## src/rtl/instr_fetch_if.sv

```systemverilog
// Fetch-unit bus: instruction ROM port, redirect request and the
// decoupled instruction output stream. The fetch unit takes the master
// view and its environment (ROM, branch unit, decoder) takes the slave view.
interface instr_fetch_if;
  logic [10:0] imem_addr;
  logic [31:0] imem_data;
  logic        redir_valid;
  logic [31:0] redir_pc;
  logic        out_valid;
  logic        out_ready;
  logic [31:0] out_instr;
  logic [31:0] out_pc;
  logic        out_fault;

  modport master (
    output imem_addr,
    input  imem_data,
    input  redir_valid,
    input  redir_pc,
    output out_valid,
    input  out_ready,
    output out_instr,
    output out_pc,
    output out_fault
  );

  modport slave (
    input  imem_addr,
    output imem_data,
    output redir_valid,
    output redir_pc,
    input  out_valid,
    output out_ready,
    input  out_instr,
    input  out_pc,
    input  out_fault
  );
endinterface

```

## src/rtl/instr_fetch.sv

```systemverilog
// Instruction fetch: PC register, combinational ROM lookup and a 2-entry
// {pc, instr} queue feeding the decoder. A redirect flushes the queue and
// restarts fetch from the target on the following cycle.
// Optional macro FETCH_MISALIGN_TRAP_EN: a redirect to a non-word-aligned
// target parks the unit in a sticky FAULT state that presents a single
// faulting entry until the next redirect or reset. Without it the low two
// target bits are dropped.
module instr_fetch #(
  parameter logic [31:0] RESET_PC  = 32'h0040_0000,
  parameter logic [31:0] TEXT_BASE = 32'h0040_0000
) (
  input  logic          clk,
  input  logic          rst,
  instr_fetch_if.master bus
);

  typedef struct packed {
    logic [31:0] pc;
    logic [31:0] instr;
  } entry_t;

  entry_t [1:0] fifo;
  entry_t       head;
  logic [31:0]  pc;
  logic [31:0]  pc_off;
  logic [31:0]  redir_tgt;
  logic [31:0]  fault_pc;
  logic [1:0]   count;
  logic         wr_ptr;
  logic         rd_ptr;
  logic         fetch_en;
  logic         in_fault;
  logic         pop;
  logic         push;
  logic         unused_bits;

  // ROM index is the word offset from the text base; upper bits wrap
  assign pc_off        = pc - TEXT_BASE;
  assign bus.imem_addr = pc_off[12:2];

  assign head = fifo[rd_ptr];

  // a redirect flushes the queue, so any handshake in that cycle is void
  assign pop  = (count != 2'd0) && bus.out_ready && !bus.redir_valid;
  assign push = fetch_en && !bus.redir_valid && (!count[1] || pop);

`ifdef FETCH_MISALIGN_TRAP_EN
  typedef enum logic {S_RUN, S_FAULT} state_t;
  state_t state, state_nxt;

  // fault state register
  always_ff @(posedge clk) begin
    if (rst) state <= S_RUN;
    else     state <= state_nxt;
  end

  // only a redirect moves between RUN and FAULT; its alignment picks which
  always_comb begin
    state_nxt = state;
    if (bus.redir_valid)
      state_nxt = (bus.redir_pc[1:0] != 2'b00) ? S_FAULT : S_RUN;
  end

  // remember the latest redirect target; it is only shown while in FAULT
  always_ff @(posedge clk) begin
    if (rst)                  fault_pc <= '0;
    else if (bus.redir_valid) fault_pc <= bus.redir_pc;
  end

  assign in_fault    = (state == S_FAULT);
  assign fetch_en    = !in_fault;
  assign redir_tgt   = bus.redir_pc;
  assign unused_bits = ^{pc_off[31:13], pc_off[1:0]};
`else
  assign in_fault    = 1'b0;
  assign fetch_en    = 1'b1;
  assign fault_pc    = '0;
  assign redir_tgt   = {bus.redir_pc[31:2], 2'b00};
  assign unused_bits = ^{pc_off[31:13], pc_off[1:0], bus.redir_pc[1:0]};
`endif

  // PC, queue pointers and occupancy; reset beats redirect beats push/pop
  always_ff @(posedge clk) begin
    if (rst) begin
      pc     <= RESET_PC;
      count  <= 2'd0;
      wr_ptr <= 1'b0;
      rd_ptr <= 1'b0;
    end else if (bus.redir_valid) begin
      pc     <= redir_tgt;
      count  <= 2'd0;
      wr_ptr <= 1'b0;
      rd_ptr <= 1'b0;
    end else begin
      if (push) begin
        pc     <= pc + 32'd4;
        wr_ptr <= ~wr_ptr;
      end
      if (pop)
        rd_ptr <= ~rd_ptr;
      if (push && !pop)
        count <= count + 2'd1;
      else if (pop && !push)
        count <= count - 2'd1;
    end
  end

  // queue storage; contents are don't-care until count says otherwise
  always_ff @(posedge clk) begin
    if (!rst && push)
      fifo[wr_ptr] <= {pc, bus.imem_data};
  end

  assign bus.out_valid = in_fault || (count != 2'd0);
  assign bus.out_fault = in_fault;
  assign bus.out_pc    = in_fault ? fault_pc : head.pc;
  assign bus.out_instr = in_fault ? 32'd0    : head.instr;

endmodule

```

## src/flat_wrapper.sv

```systemverilog
// flat-port wrapper written by rule: the top's interface ports become plain ports
module instr_fetch_flat 
#(
  parameter logic [31:0] RESET_PC  = 32'h0040_0000,
  parameter logic [31:0] TEXT_BASE = 32'h0040_0000
)
  (clk, rst, bus_imem_addr, bus_imem_data, bus_redir_valid, bus_redir_pc, bus_out_valid, bus_out_ready, bus_out_instr, bus_out_pc, bus_out_fault);
  instr_fetch_if bus_i ();
  input  logic clk;
  input  logic rst;
  output wire logic [$bits(bus_i.imem_addr)-1:0] bus_imem_addr;
  input wire logic [$bits(bus_i.imem_data)-1:0] bus_imem_data;
  input wire logic [$bits(bus_i.redir_valid)-1:0] bus_redir_valid;
  input wire logic [$bits(bus_i.redir_pc)-1:0] bus_redir_pc;
  output wire logic [$bits(bus_i.out_valid)-1:0] bus_out_valid;
  input wire logic [$bits(bus_i.out_ready)-1:0] bus_out_ready;
  output wire logic [$bits(bus_i.out_instr)-1:0] bus_out_instr;
  output wire logic [$bits(bus_i.out_pc)-1:0] bus_out_pc;
  output wire logic [$bits(bus_i.out_fault)-1:0] bus_out_fault;
  assign bus_imem_addr = bus_i.imem_addr;
  assign bus_i.imem_data = bus_imem_data;
  assign bus_i.redir_valid = bus_redir_valid;
  assign bus_i.redir_pc = bus_redir_pc;
  assign bus_out_valid = bus_i.out_valid;
  assign bus_i.out_ready = bus_out_ready;
  assign bus_out_instr = bus_i.out_instr;
  assign bus_out_pc = bus_i.out_pc;
  assign bus_out_fault = bus_i.out_fault;
  instr_fetch #(.RESET_PC(RESET_PC), .TEXT_BASE(TEXT_BASE)) u_core (.clk(clk), .rst(rst), .bus(bus_i));
endmodule
```

## config.mk

```make
export PLATFORM = sky130hd
export DESIGN_NAME = instr_fetch_flat
export DESIGN_NICKNAME = d
export VERILOG_FILES = /design/src/rtl/instr_fetch_if.sv /design/src/rtl/instr_fetch.sv /design/src/flat_wrapper.sv
export SDC_FILE = /design/constraint.sdc
export NUM_CORES = 1
export LEC_CHECK = 0
export ABC_AREA = 1
export ABC_CLOCK_PERIOD_IN_PS = 7900
export BUFFER_PORTS_ARGS = -buffer_cell sky130_fd_sc_hd__buf_2
export CORE_ASPECT_RATIO = 1.75
export CORE_MARGIN = 2
export CORE_UTILIZATION = 30
export DETAILED_ROUTE_END_ITERATION = 8
export PLACE_DENSITY = 0.46
export SETUP_SLACK_MARGIN = 0.1
export SLEW_MARGIN = 5
export SYNTH_ARGS = -nofsm -noshare
export SYNTH_HDL_FRONTEND = slang
export SYNTH_SLANG_ARGS = --single-unit
```

## constraint.sdc

```tcl
create_clock -name clk -period 7.9 [get_ports clk]
set_input_delay 1.185 -clock clk [delete_from_list [all_inputs] [get_ports clk]]
set_output_delay 1.185 -clock clk [all_outputs]
set_load 0.01 [all_outputs]
```

Yosys cells after proc, flatten, opt, wreduce, memory -nomap -nowiden
Index checks and enable logic that the tools add are counted.
- $add $sub $neg: 4
- magnitude comparators: 3
- multiplexer cells: 9
- bitwise logic cells: 2
- reductions and logical operators: 17
- operators by type and width (operator ; number):
    2-to-1 mux 64 bit ; 3
    bitwise mux 128 bit ; 1
    demux 64 bit (select 1 bit) ; 1
    2-to-1 mux 32 bit ; 2
    adder 32 x 3 -> 32 bit (second input constant) ; 1
    subtractor 13 x 1 -> 13 bit (second input constant) ; 1
    logical AND 1 bit ; 7
    nonzero test 2 bit ; 3
    zero test 1 bit ; 5
    less-than comparator 1 x 2 -> 1 bit (second input constant) ; 2
    2-to-1 mux 2 bit ; 2
    adder 2 x 1 -> 2 bit (second input constant) ; 1
    NOT 1 bit ; 2
    OR reduction 2 bit ; 1
    subtractor 2 x 1 -> 2 bit (second input constant) ; 1
    greater-or-equal comparator 1 bit (second input constant) ; 1
    logical OR 1 bit ; 1
- register bits after elaboration: 164
- input bits: 68
- output and inout bits: 77
- logic and storage cells: 44

Logic depth before layout (Yosys ltp)
Gate-level depths: netlist (run 1).
- depth in word-level cells: 9
- mapped depth: 12
- gate-level depth less buffers: 11

Worst setup path before layout (run 1)
OpenSTA, ideal clock, no wires.
- path kind: input -> register
- start point: input port bus_redir_valid
- end point: register u_core.fifo[0] in the netlist's numbering (enable)
- setup time: 0.559 ns
- data arrival time: 5.894 ns
- required time: 7.341 ns
- setup slack: 1.448 ns
- stages: 6
- buffers on the path: 1
- cells stage by stage: buf_4 inv_4 nand3_4 nand2_4 inv_6 nor3_1
- longest elaborated chain between the ends: 5
- RTL lines (element ; line ; source):
    start: declaration ; flat_wrapper.sv:13 ; input wire logic [$bits(bus_i.redir_valid)-1:0] bus_redir_valid;
    zero test 1 bit * ; instr_fetch.sv:44, instr_fetch.sv:45 ;
    logical AND 1 bit ; instr_fetch.sv:44 ; assign pop = (count != 2'd0) && bus.out_ready && !bus.redir_valid;
    logical OR 1 bit ; instr_fetch.sv:45 ; assign push = fetch_en && !bus.redir_valid && (!count[1] || pop);
    logical AND 1 bit * ; instr_fetch.sv:45 ;
    logical AND 1 bit * ; instr_fetch.sv:110 ; if (!rst && push)
    end signal: indexed assignment ; instr_fetch.sv:111 ; fifo[wr_ptr] <= {pc, bus.imem_data};
    end: declaration ; instr_fetch.sv:22 ; entry_t [1:0] fifo;
Every way passes the cells marked *; elsewhere a longest branch is shown, timed or not.
A chain may end at the register's enable or synchronous reset.

Final worst setup path (run 1)
- start point: register u_core.rd_ptr
- end point: output port bus_out_pc[17]
- longest elaborated chain between the ends: 2
- RTL lines (element ; line ; source):
    start: declaration ; instr_fetch.sv:30 ; logic rd_ptr;
    start signal: assignment ; instr_fetch.sv:100 ; rd_ptr <= ~rd_ptr;
    2-to-1 mux 64 bit (not written as such) (2 in a row) ; instr_fetch.sv:41 ; assign head = fifo[rd_ptr];
    end: declaration ; flat_wrapper.sv:18 ; output wire logic [$bits(bus_i.out_pc)-1:0] bus_out_pc;
No other way between the ends. The select of a mux whose other input is x is not followed.

==> results of run 1 <==
[cell families (layout without fill, tap and decap cells)]
kind of cell / count (synthesis) / in the layout / synth area share
buffers and inverters: 95 / 229 / 0.06466
AO/OA/AOI/OAI: 55 / 55 / 0.04186
adder cells (fa/ha/maj): 2 / 2 / 0.003562
other: 1 / 5 / 0.0005339
AND/OR/NAND/NOR: 442 / 442 / 0.2586
flip-flops: 158 / 158 / 0.6270
XOR/XNOR: 3 / 3 / 0.003741
[sequential cells by signal, summed over array words and instances (netlist names)]
signal,count
u_core.count,2
u_core.fifo,124
u_core.pc,30
u_core.rd_ptr,1
u_core.wr_ptr,1
[per-stage QoR]
stage	power, mW	setup slack [ps]	cell area (µm²)
2_1_floorplan	1.076	1448	7032
3_3_place_gp	1.144	4163	7911
3_5_place_dp	1.146	4151	7911
4_1_cts	1.916	4579	8466
5_1_grt	1.963	4474	8471
6_report	1.883	4679	8471
[layer usage]
layer  global-route usage  share of wire
met1               0.1532           0.36
met3              0.02621          0.038
met2               0.2931           0.56
met5                    0              0
met4              0.08361          0.034
[power by group through the flow]
stage                     Sequential [mW]  Clock [mW]  Combinational, mW
final                               0.965       0.760              0.158
after global routing                0.969       0.816              0.178
after CTS                           0.965       0.788              0.163
after detailed placement            0.983           0              0.163
after global placement              0.982           0              0.162
after floorplan                     0.975           0              0.101
[worst paths after layout]
| path | from | endpoint |
|---|---|---|
| max | u_core.rd_ptr | bus_out_pc[17] |
| min | u_core.pc[21] | u_core.fifo[53] |
| max reg2reg | u_core.count[1] | u_core.fifo[59] |
| min reg2reg | u_core.pc[21] | u_core.fifo[53] |
[layout make-up]
type	count	area, µm²
fill	2439	14680
sequential	158	4405
multi-input combinational	505	2190
timing repair buffer	143	725.7
clock buffer	22	475.5
tap	304	380.4
inverter	54	210.2
clock inverter	10	78.83
antenna	2	5.005
[cell usage in the layout, fill, tap and decap left out, drive strengths merged, types with 3 or more instances in the layout]
cell type / instances
edfxtp: 124
a21oi: 27
buf: 143
nand4: 6
conb: 3
dfxtp: 34
nor2: 51
nor3: 5
nand2: 323
clkinvlp: 4
nand3b: 3
xor2: 3
clkinv: 4
clkbuf: 22
nand3: 51
o21ai: 23
inv: 56
[worst reg2reg max path: cells and delay by family (launching register included)]
kind                   cells  cell delay (ps)
DFF                        1              410
buffers and inverters      3              880
and+or+nand+nor            4              510
==> results_dict.tcl, run 1 <==
set metrics [dict create \
    cts.reportedPaths.clkPinSlew_ps 70 \
    design.portCount 145 \
    rsz0062_at_grt "no" \
    ranking_of_synthesized_cells_by_area "edfxtp_1 (53%), nand2_1 (17%), dfxtp_1 (9.7%)" \
    cell_count_of_the_worst_hold_path 0 \
    dr_total_vias 5368 \
    rows 74 \
    clock_power_share 0.404 \
    wire_length_per_cell_um 15.39 \
    stdcell_count 1198 \
    tritoncts.num_buffers 17 \
    die_area_mm2 0.02470 \
    grt_antenna_before_repair 2 \
    vdd.ir_drop.worst_uv 121.8 \
    die-height_um 206.4 \
    crit_slowest_cell "buf_4" \
    share_seq_of_total_power 0.512 \
    setup-violations-final 0 \
    ys_ff_latch 158 \
    num-nets-final 949 \
    skew_ps 11.30 \
    hp_class "reg2reg" \
    synth_top_cells_by_count "nand2_1 (320), edfxtp_1 (124), nand3_1 (50), inv_1 (49), nor2_1 (46)" \
    timing.hold.ws_ps 525.4 \
    critPathArrivalTime_ps 2040 \
    power.leakage_nw 3.458 \
    clock_tree_from_tritoncts "done" \
    netlist.top_cell.by_area "edfxtp_1" \
    finish.utilization 0.3659 \
    ys_async_sr_fraction 0 \
    grt_pass1_vias 5106 \
    number_of_library_cell_types_mapped_by_synthesis 37 \
    die-width_um 119.7 \
    synth-main-ff-cell "edfxtp_1" \
    antenna_left 0 \
    post-route-period-util 0.4077 \
    cts-root-buf "clkbuf_16" \
    core_outline_area_mm2 0.02315 \
    worstPathRequired_ps 6710 \
    numClockSinks 158 \
    worst_pin_slew_ps 936.8 \
    switching_share 0.2427 \
    critPathMaxFanout 35 \
    worstPathBufferInverterCount 3 \
    share_of_layout_cells_above_drive_strength_1 0.2152 \
    cp-end-kind "primary output" \
    final.setup.tns_ps 0 \
    worst-r2r-setup-slack_ps 5640 \
    internal_power_mw 1.426 \
    synth_top_area_frac 0.5301 \
    grt_first_pass_wirelength_mm 27.90 \
    run_status "complete, no violations" \
    htree_levels 4 \
    floorplan.initialDensity 0.3035 \
    comb_power_share 0.084 \
    timing.critical_path.slowest_cell_delay_ps 500 \
    worst-setup-path-type "reg2out" \
    cts-hold-fix-buffers 0 \
    drt_pass1_iterations 5 \
    cts_resized 0 \
    timing.critical_path.depth 5 \
    p_switching_uw 457.1 \
    grt_usage 0.1524 \
    fmax_mhz 310.4 \
    timing.final.crit_period_ps 3221 \
    io_buffer_count 139 \
    grt.overflow.total 0 \
    post-cts-setup-buffer-count 0 \
    synth_enable_flop_cells 124 \
    total_of_max_cap_violations 0 \
    post-dp-hpwl_mm 12.35 \
    synthesis.area_mm2 0.007024 \
    largest_net_degree_at_the_start_of_global_routing 63 \
    globalplace.congestion 0.8159 \
    yosys.cell_count.top_type "nand2_1" \
    reg2regPathDepth 7 \
    synthToLayoutAreaGrowth_pct 20.59 \
    totalWireLength_mm 18.44 \
    timing.critical_path.mode_cell "nand2_1" \
    dp_cells 1164 \
    worstSkewPairLatency_ps 420 \
    slew_headroom 0.3754 \
    worst_path_dominant_cell_family "buffers and inverters" \
    drc 0 \
    drt_first_iter_violations 307 \
    worstPathCellList "inv_2, buf_4, nand2_1, nand2_1, buf_2" \
    pwr_density_cell_mw_per_mm2 222.3 \
    syn-mean-instance-area_um2 9.291 \
    synth.yosys.seq_area_share 0.6270 \
    cts.path.max_buffers 2 \
    count_of_endpoints_failing_hold_in_the_final_timing_report 0 \
    synth.yosys.warnings 0 \
    drt-vias-per-instance 4.481 \
    cp-start-kind "flip-flop" \
    slew_violations 0 \
    synthCells 756 \
]
Note: power is estimated with default switching activity, not from simulation.
==> run 2, diff against run 1 <==
--- a/config.mk
+++ b/config.mk
@@ -5,8 +5,8 @@
 export SDC_FILE = /design/constraint.sdc
 export NUM_CORES = 1
 export LEC_CHECK = 0
-export ABC_AREA = 1
-export ABC_CLOCK_PERIOD_IN_PS = 7900
+export ABC_AREA = 0
+export ABC_CLOCK_PERIOD_IN_PS = 3330
 export BUFFER_PORTS_ARGS = -buffer_cell sky130_fd_sc_hd__buf_2
 export CORE_ASPECT_RATIO = 1.75
 export CORE_MARGIN = 2
==> constraint.sdc (replaced) <==
create_clock -name clk -period 3.33 [get_ports clk]
set_input_delay 0.4995 -clock clk [delete_from_list [all_inputs] [get_ports clk]]
set_output_delay 0.4995 -clock clk [all_outputs]
set_load 0.01 [all_outputs]
==> results_dict.tcl, run 2 <==
set metrics [dict create \
    run_status "complete, no violations" \
    most_common_cell_after_layout_fill_and_taps_aside "buf_2" \
    cp-end-kind "primary output" \
    drt_first_iter_violations 184 \
    setup-violations-final 0 \
    antenna_cells 0 \
    grt_pass1_vias 4475 \
    post-dp-hpwl_mm 10.59 \
    share_of_layout_cells_above_drive_strength_1 0.3934 \
    num-nets-final 667 \
    skew_ps 13.58 \
    netlist.top_cell.by_area "edfxtp_1" \
    fmax_mhz 401.0 \
    stdcell_area_mm2 0.008192 \
    cts.path.max_buffers 2 \
    totalWireLength_mm 15.88 \
    cts-root-buf "clkbuf_16" \
    pwr_density_cell_mw_per_mm2 557.3 \
    p_switching_uw 990.3 \
    synth_top_area_frac 0.5602 \
    synth-main-ff-cell "edfxtp_1" \
    critPathArrivalTime_ps 1990 \
    syn-mean-instance-area_um2 14.11 \
    count_of_endpoints_failing_hold_in_the_final_timing_report 0 \
    drt-vias-per-instance 4.801 \
    antenna_left 0 \
    clock_tree_from_tritoncts "done" \
    internal_power_mw 3.575 \
    worst_pin_slew_ps 1047 \
    switching_share 0.2169 \
    worstSkewPairLatency_ps 420 \
    synthToLayoutAreaGrowth_pct 23.25 \
    biggestRegsByFlops "u_core.fifo: 124 flops, u_core.pc: 30 flops, u_core.count: 2 flops" \
    post-route-period-util 0.7488 \
    grt_antenna_before_repair 0 \
    clock_power_share 0.422 \
    cts_resized 0 \
    die-width_um 116.5 \
    largest-register "u_core.fifo" \
    synth_enable_flop_cells 124 \
    ranking_of_synthesized_cells_by_area "edfxtp_1 (56%), mux2_2 (11%), dfxtp_1 (10%)" \
    globalplace.congestion 0.7877 \
    largest_net_degree_at_the_start_of_global_routing 64 \
    slew_violations 0 \
    synthesis.area_mm2 0.006646 \
    rows 72 \
    grt_first_pass_wirelength_mm 24.16 \
    core_outline_area_mm2 0.02189 \
    tritoncts.num_buffers 17 \
    drt_pass1_iterations 4 \
    design.portCount 145 \
    yosys.cell_count.top_type "edfxtp_1" \
    dr_total_vias 4350 \
    mostFrequentLayoutCells "buf_2 (139), edfxtp_1 (124), mux2_2 (62)" \
    cp-start-kind "flip-flop" \
    hp_class "in2reg" \
    slew_headroom 0.2953 \
    die-height_um 200.9 \
    share_seq_of_total_power 0.505 \
    die_area_mm2 0.02341 \
    grt.overflow.total 0 \
    number_of_library_cell_types_mapped_by_synthesis 50 \
    synth.yosys.seq_area_share 0.6627 \
    post-cts-setup-buffer-count 0 \
    ys_ff_latch 158 \
    synth.yosys.warnings 0 \
    comb_power_share 0.073 \
    drc 0 \
    wire_length_per_cell_um 17.53 \
    worstPathRequired_ps 2830 \
    grt_usage 0.1374 \
    io_buffer_count 139 \
    timing.final.crit_period_ps 2494 \
    ys_async_sr_fraction 0 \
    floorplan.initialDensity 0.3036 \
    synth_top_cells_by_count "edfxtp_1 (124), mux2_2 (62), dfxtp_1 (34), nor2_1 (27), nand3_1 (20)" \
    largest_register_ff_count 124 \
    power.leakage_nw 2.885 \
    synthCells 471 \
    vdd.ir_drop.worst_uv 304.2 \
    htree_levels 4 \
    cts-hold-fix-buffers 0 \
    worst-setup-path-type "reg2out" \
    cts.reportedPaths.clkPinSlew_ps 60 \
    total_of_max_cap_violations 0 \
    post_dp_cell_area_mm2 0.007595 \
    rsz0062_at_grt "no" \
    numClockSinks 158 \
    final.setup.tns_ps 0 \
    critPathMaxFanout 63 \
]
[run 2: power groups by stage]
stage / logic (mW) / registers [mW] / clock network (mW)
after floorplan: 0.218 / 2.31 / 0
after detailed placement: 0.340 / 2.35 / 0
after global placement: 0.334 / 2.34 / 0
after global routing: 0.368 / 2.32 / 2.07
after CTS: 0.342 / 2.30 / 2.01
final: 0.333 / 2.30 / 1.93
[run 2: critical path: stages (launching register included)]
cell and delay, ps:
dfxtp_4 940, mux2_2 440, buf_2 140
[run 2: area by class of cell]
type	count	area, µm²
timing repair buffer	143	750.7
fill	2169	13700
sequential	158	4408
inverter	8	30.03
clock buffer	28	549.3
tap	296	370.4
multi-input combinational	269	2036
clock inverter	4	47.55
[run 2: final timing paths]
| check | slack, ps | cells after the start | from | to |
|---|---|---|---|---|
| worst max register to register | 1140 | 4 | u_core.pc[5] | u_core.pc[11] |
| worst min-delay path | 270 | 1 | bus_imem_data[26] | u_core.fifo[90] |
| worst min register to register | 520 | 0 | u_core.pc[18] | u_core.fifo[114] |
| worst max-delay path | 840 | 2 | u_core.rd_ptr | bus_out_instr[18] |
[run 2: kinds of logic after synthesis]
| logic type | count (synthesis) | share of synthesized area |
|---|---|---|
| adders and majority gates | 2 | 0.003764 |
| buffers and inverters | 46 | 0.03407 |
| DFF | 158 | 0.6627 |
| other | 1 | 0.0005642 |
| xor gates and xnor gates | 10 | 0.01318 |
| AOI/OAI and AO/OA | 70 | 0.07944 |
| muxes | 62 | 0.1050 |
| and+or+nand+nor | 122 | 0.1013 |
[run 2: metrics by stage]
| stage | setup slack, ps | hold WS, ps | power [mW] | instances | util |
|---|---|---|---|---|---|
| finish | 836.4 | 268.6 | 4.565 | 906 | 0.3742 |
| floorplan | 280.7 | 454.4 | 2.530 | 473 | - |
| detailed placement | 844.7 | 499.2 | 2.688 | 874 | 0.3469 |
| CTS | 763.7 | 239.6 | 4.655 | 906 | 0.3742 |
| global route | 709.5 | 247.3 | 4.755 | 906 | 0.3742 |
| global placement | 871.6 | 486.8 | 2.675 | 874 | 0.3469 |
[run 2: routing by layer]
layer  share of wire  global-route usage  vias to the layer above
met4           0.022             0.05782                        0
met5               0                   0                        -
met2            0.55              0.2560                      102
met3           0.035             0.02868                       20
met1            0.39              0.1448                     2142
li1                -                   -                     2086
==> run 3, diff against run 2 <==
--- a/config.mk
+++ b/config.mk
@@ -5,8 +5,8 @@
 export SDC_FILE = /design/constraint.sdc
 export NUM_CORES = 1
 export LEC_CHECK = 0
-export ABC_AREA = 0
-export ABC_CLOCK_PERIOD_IN_PS = 3330
+export ABC_AREA = 1
+export ABC_CLOCK_PERIOD_IN_PS = 2380
 export BUFFER_PORTS_ARGS = -buffer_cell sky130_fd_sc_hd__buf_2
 export CORE_ASPECT_RATIO = 1.75
 export CORE_MARGIN = 2
==> constraint.sdc (replaced) <==
create_clock -name clk -period 2.38 [get_ports clk]
set_input_delay 0.357 -clock clk [delete_from_list [all_inputs] [get_ports clk]]
set_output_delay 0.357 -clock clk [all_outputs]
set_load 0.01 [all_outputs]
==> results_dict.tcl, run 3 (synthesis results as in run 1) <==
set metrics [dict create \
    post-route-period-util 0.8397 \
    worst-r2r-setup-slack_ps 450 \
    pwr_density_cell_mw_per_mm2 740.1 \
    comb_power_share 0.089 \
    hp_class "in2reg" \
    grt_antenna_before_repair 0 \
    die_area_mm2 0.02470 \
    timing.critical_path.slowest_cell_delay_ps 340 \
    largest_net_degree_at_the_start_of_global_routing 63 \
    grt.overflow.total 0 \
    numClockSinks 158 \
    cell_count_of_the_worst_hold_path 1 \
    io_buffer_count 139 \
    grt_first_pass_wirelength_mm 28.66 \
    timing.critical_path.mode_cell "nand2_1" \
    wire_length_per_cell_um 15.43 \
    mostFrequentLayoutCells "nand2_1 (320), buf_2 (139), edfxtp_1 (124)" \
    cts.reportedPaths.clkPinSlew_ps 70 \
    holdCritStartpoint "bus_imem_data[10]" \
    cp-end-kind "primary output" \
    run_status "complete, no violations" \
    post-cts-setup-buffer-count 0 \
    setup-violations-final 0 \
    dr_total_vias 5312 \
    dp_slack_ps 219.1 \
    totalWireLength_mm 18.66 \
    crit-reg2reg-capture "u_core.count[1]" \
    slew_headroom 0.6009 \
    grt_usage 0.1571 \
    worst_hold_path.endpoint "u_core.fifo[10]" \
    skew_ps 10.08 \
    switching_share 0.2411 \
    worst_slack_ps 381.6 \
    design.portCount 145 \
    drc 0 \
    cts.path.max_buffers 2 \
    critPathMaxFanout 56 \
    total_of_max_cap_violations 0 \
    crit_slowest_cell "dfxtp_2" \
    reg2regPathDepth 11 \
    drt_pass1_iterations 4 \
    share_of_layout_cells_above_drive_strength_1 0.2298 \
    num-nets-final 962 \
    clock_power_share 0.414 \
    count_of_endpoints_failing_hold_in_the_final_timing_report 0 \
    p_switching_mw 1.547 \
    slew_violations 0 \
    cts-root-buf "clkbuf_16" \
    fmax_mhz 500.4 \
    antenna_cells 0 \
    internal_power_mw 4.871 \
    drt_first_iter_violations 284 \
    most_common_cell_after_layout_fill_and_taps_aside "nand2_1" \
    floorplan.initialDensity 0.3035 \
    synthToLayoutAreaGrowth_pct 23.46 \
    htree_levels 4 \
    post-dp-hpwl_mm 12.97 \
    worst_pin_slew_ps 596.7 \
    r2r_start "u_core.count[1]" \
    core_outline_area_mm2 0.02315 \
    rsz0062_at_grt "no" \
    finish.utilization 0.3746 \
    largest-register "u_core.fifo" \
    worstSkewPairLatency_ps 430 \
    timing.final.crit_period_ps 1998 \
    share_seq_of_total_power 0.497 \
    rows 74 \
    die-height_um 206.4 \
    worst-setup-path-type "reg2out" \
    vdd.ir_drop.worst_uv 416.5 \
    die-width_um 119.7 \
    worstPathRequired_ps 2020 \
    biggestRegsByFlops "u_core.fifo: 124 flops, u_core.pc: 30 flops, u_core.count: 2 flops" \
    cp-start-kind "flip-flop" \
    critPathArrivalTime_ps 1640 \
    drt-vias-per-instance 4.394 \
    tritoncts.num_buffers 17 \
    power.leakage_nw 3.571 \
    largest_register_ff_count 124 \
    cts-hold-fix-buffers 0 \
    cts_resized 0 \
    grt_pass1_vias 5116 \
    worstPathCellList "inv_2, buf_12, nand2_1, nand2_1, buf_2" \
    globalplace.congestion 0.8056 \
    clock_tree_from_tritoncts "done" \
    antenna_left 0 \
]
run 3: cell count changes in the layout (fill, tap and decap cells not counted), sizes merged, moves of 8 or more:
cell / change
or4: -9
nand3: +31
buf: +13
o31ai: -8
a211oi: -8
o21ai: +11
nand2: +307
a311oi: -14
a21oi: +23
clkbuf: -10
inv: +48
mux2: -62
nor2: +24
run 3: how the worst max path moves through the flow:
stage | start | to | slack (ps) | cells past startpoint
final | u_core.rd_ptr | bus_out_pc[15] | 380 | 5
after global routing | u_core.rd_ptr | bus_out_instr[1] | 270 | 5
after CTS | u_core.rd_ptr | bus_out_pc[15] | 320 | 5
after detailed placement | bus_redir_valid | u_core.fifo[43] | 220 | 5
after global placement | bus_redir_valid | u_core.fifo[43] | 250 | 5
after floorplan | bus_redir_valid | u_core.fifo[0] | -380 | 6
run 3: power by group through the flow:
| stage | Clock, mW | Sequential (mW) | Combinational [mW] |
|---|---|---|---|
| floorplan | 0 | 3.23 | 0.344 |
| global placement | 0 | 3.25 | 0.583 |
| detailed placement | 0 | 3.25 | 0.586 |
| CTS | 2.73 | 3.19 | 0.588 |
| global route | 2.83 | 3.20 | 0.647 |
| finish | 2.65 | 3.19 | 0.572 |
run 3: metrics by stage:
| stage | TNS (ps) | total power, mW | instances | area (µm²) | hold slack, ps |
|---|---|---|---|---|---|
| 2_1_floorplan | -46980 | 3.572 | 758 | 7076 | 455.9 |
| 3_3_place_gp | 0 | 3.832 | 1177 | 8099 | 510.5 |
| 3_5_place_dp | 0 | 3.839 | 1177 | 8099 | 524.6 |
| 4_1_cts | 0 | 6.515 | 1209 | 8672 | 98.16 |
| 5_1_grt | 0 | 6.683 | 1209 | 8672 | 98.95 |
| 6_report | 0 | 6.419 | 1209 | 8672 | 121.6 |
run 3: final cells by class:
type                            count  area [µm²]
Inverter                           54       217.7
Tap cell                          304       380.4
Clock buffer                       18       429.2
Timing Repair Buffer              156       898.4
Clock inverter                     14       143.9
Multi-Input combinational cell    505        2196
Fill cell                        2376       14480
Sequential cell                   158        4407
run 3: worst max-delay path, delay by kind of cell (launching register included):
kind | cells | cell delay [ps]
buf+inv | 3 | 680
flops | 1 | 340
simple gates | 2 | 150
run 3: metal layers:
metal | vias up | track usage | wire length [µm]
met5 | - | 0 | 0
met2 | 128 | 0.3100 | 10580
met1 | 2423 | 0.1593 | 6984
li1 | 2737 | - | -
met4 | 0 | 0.06597 | 490
met3 | 24 | 0.02759 | 600
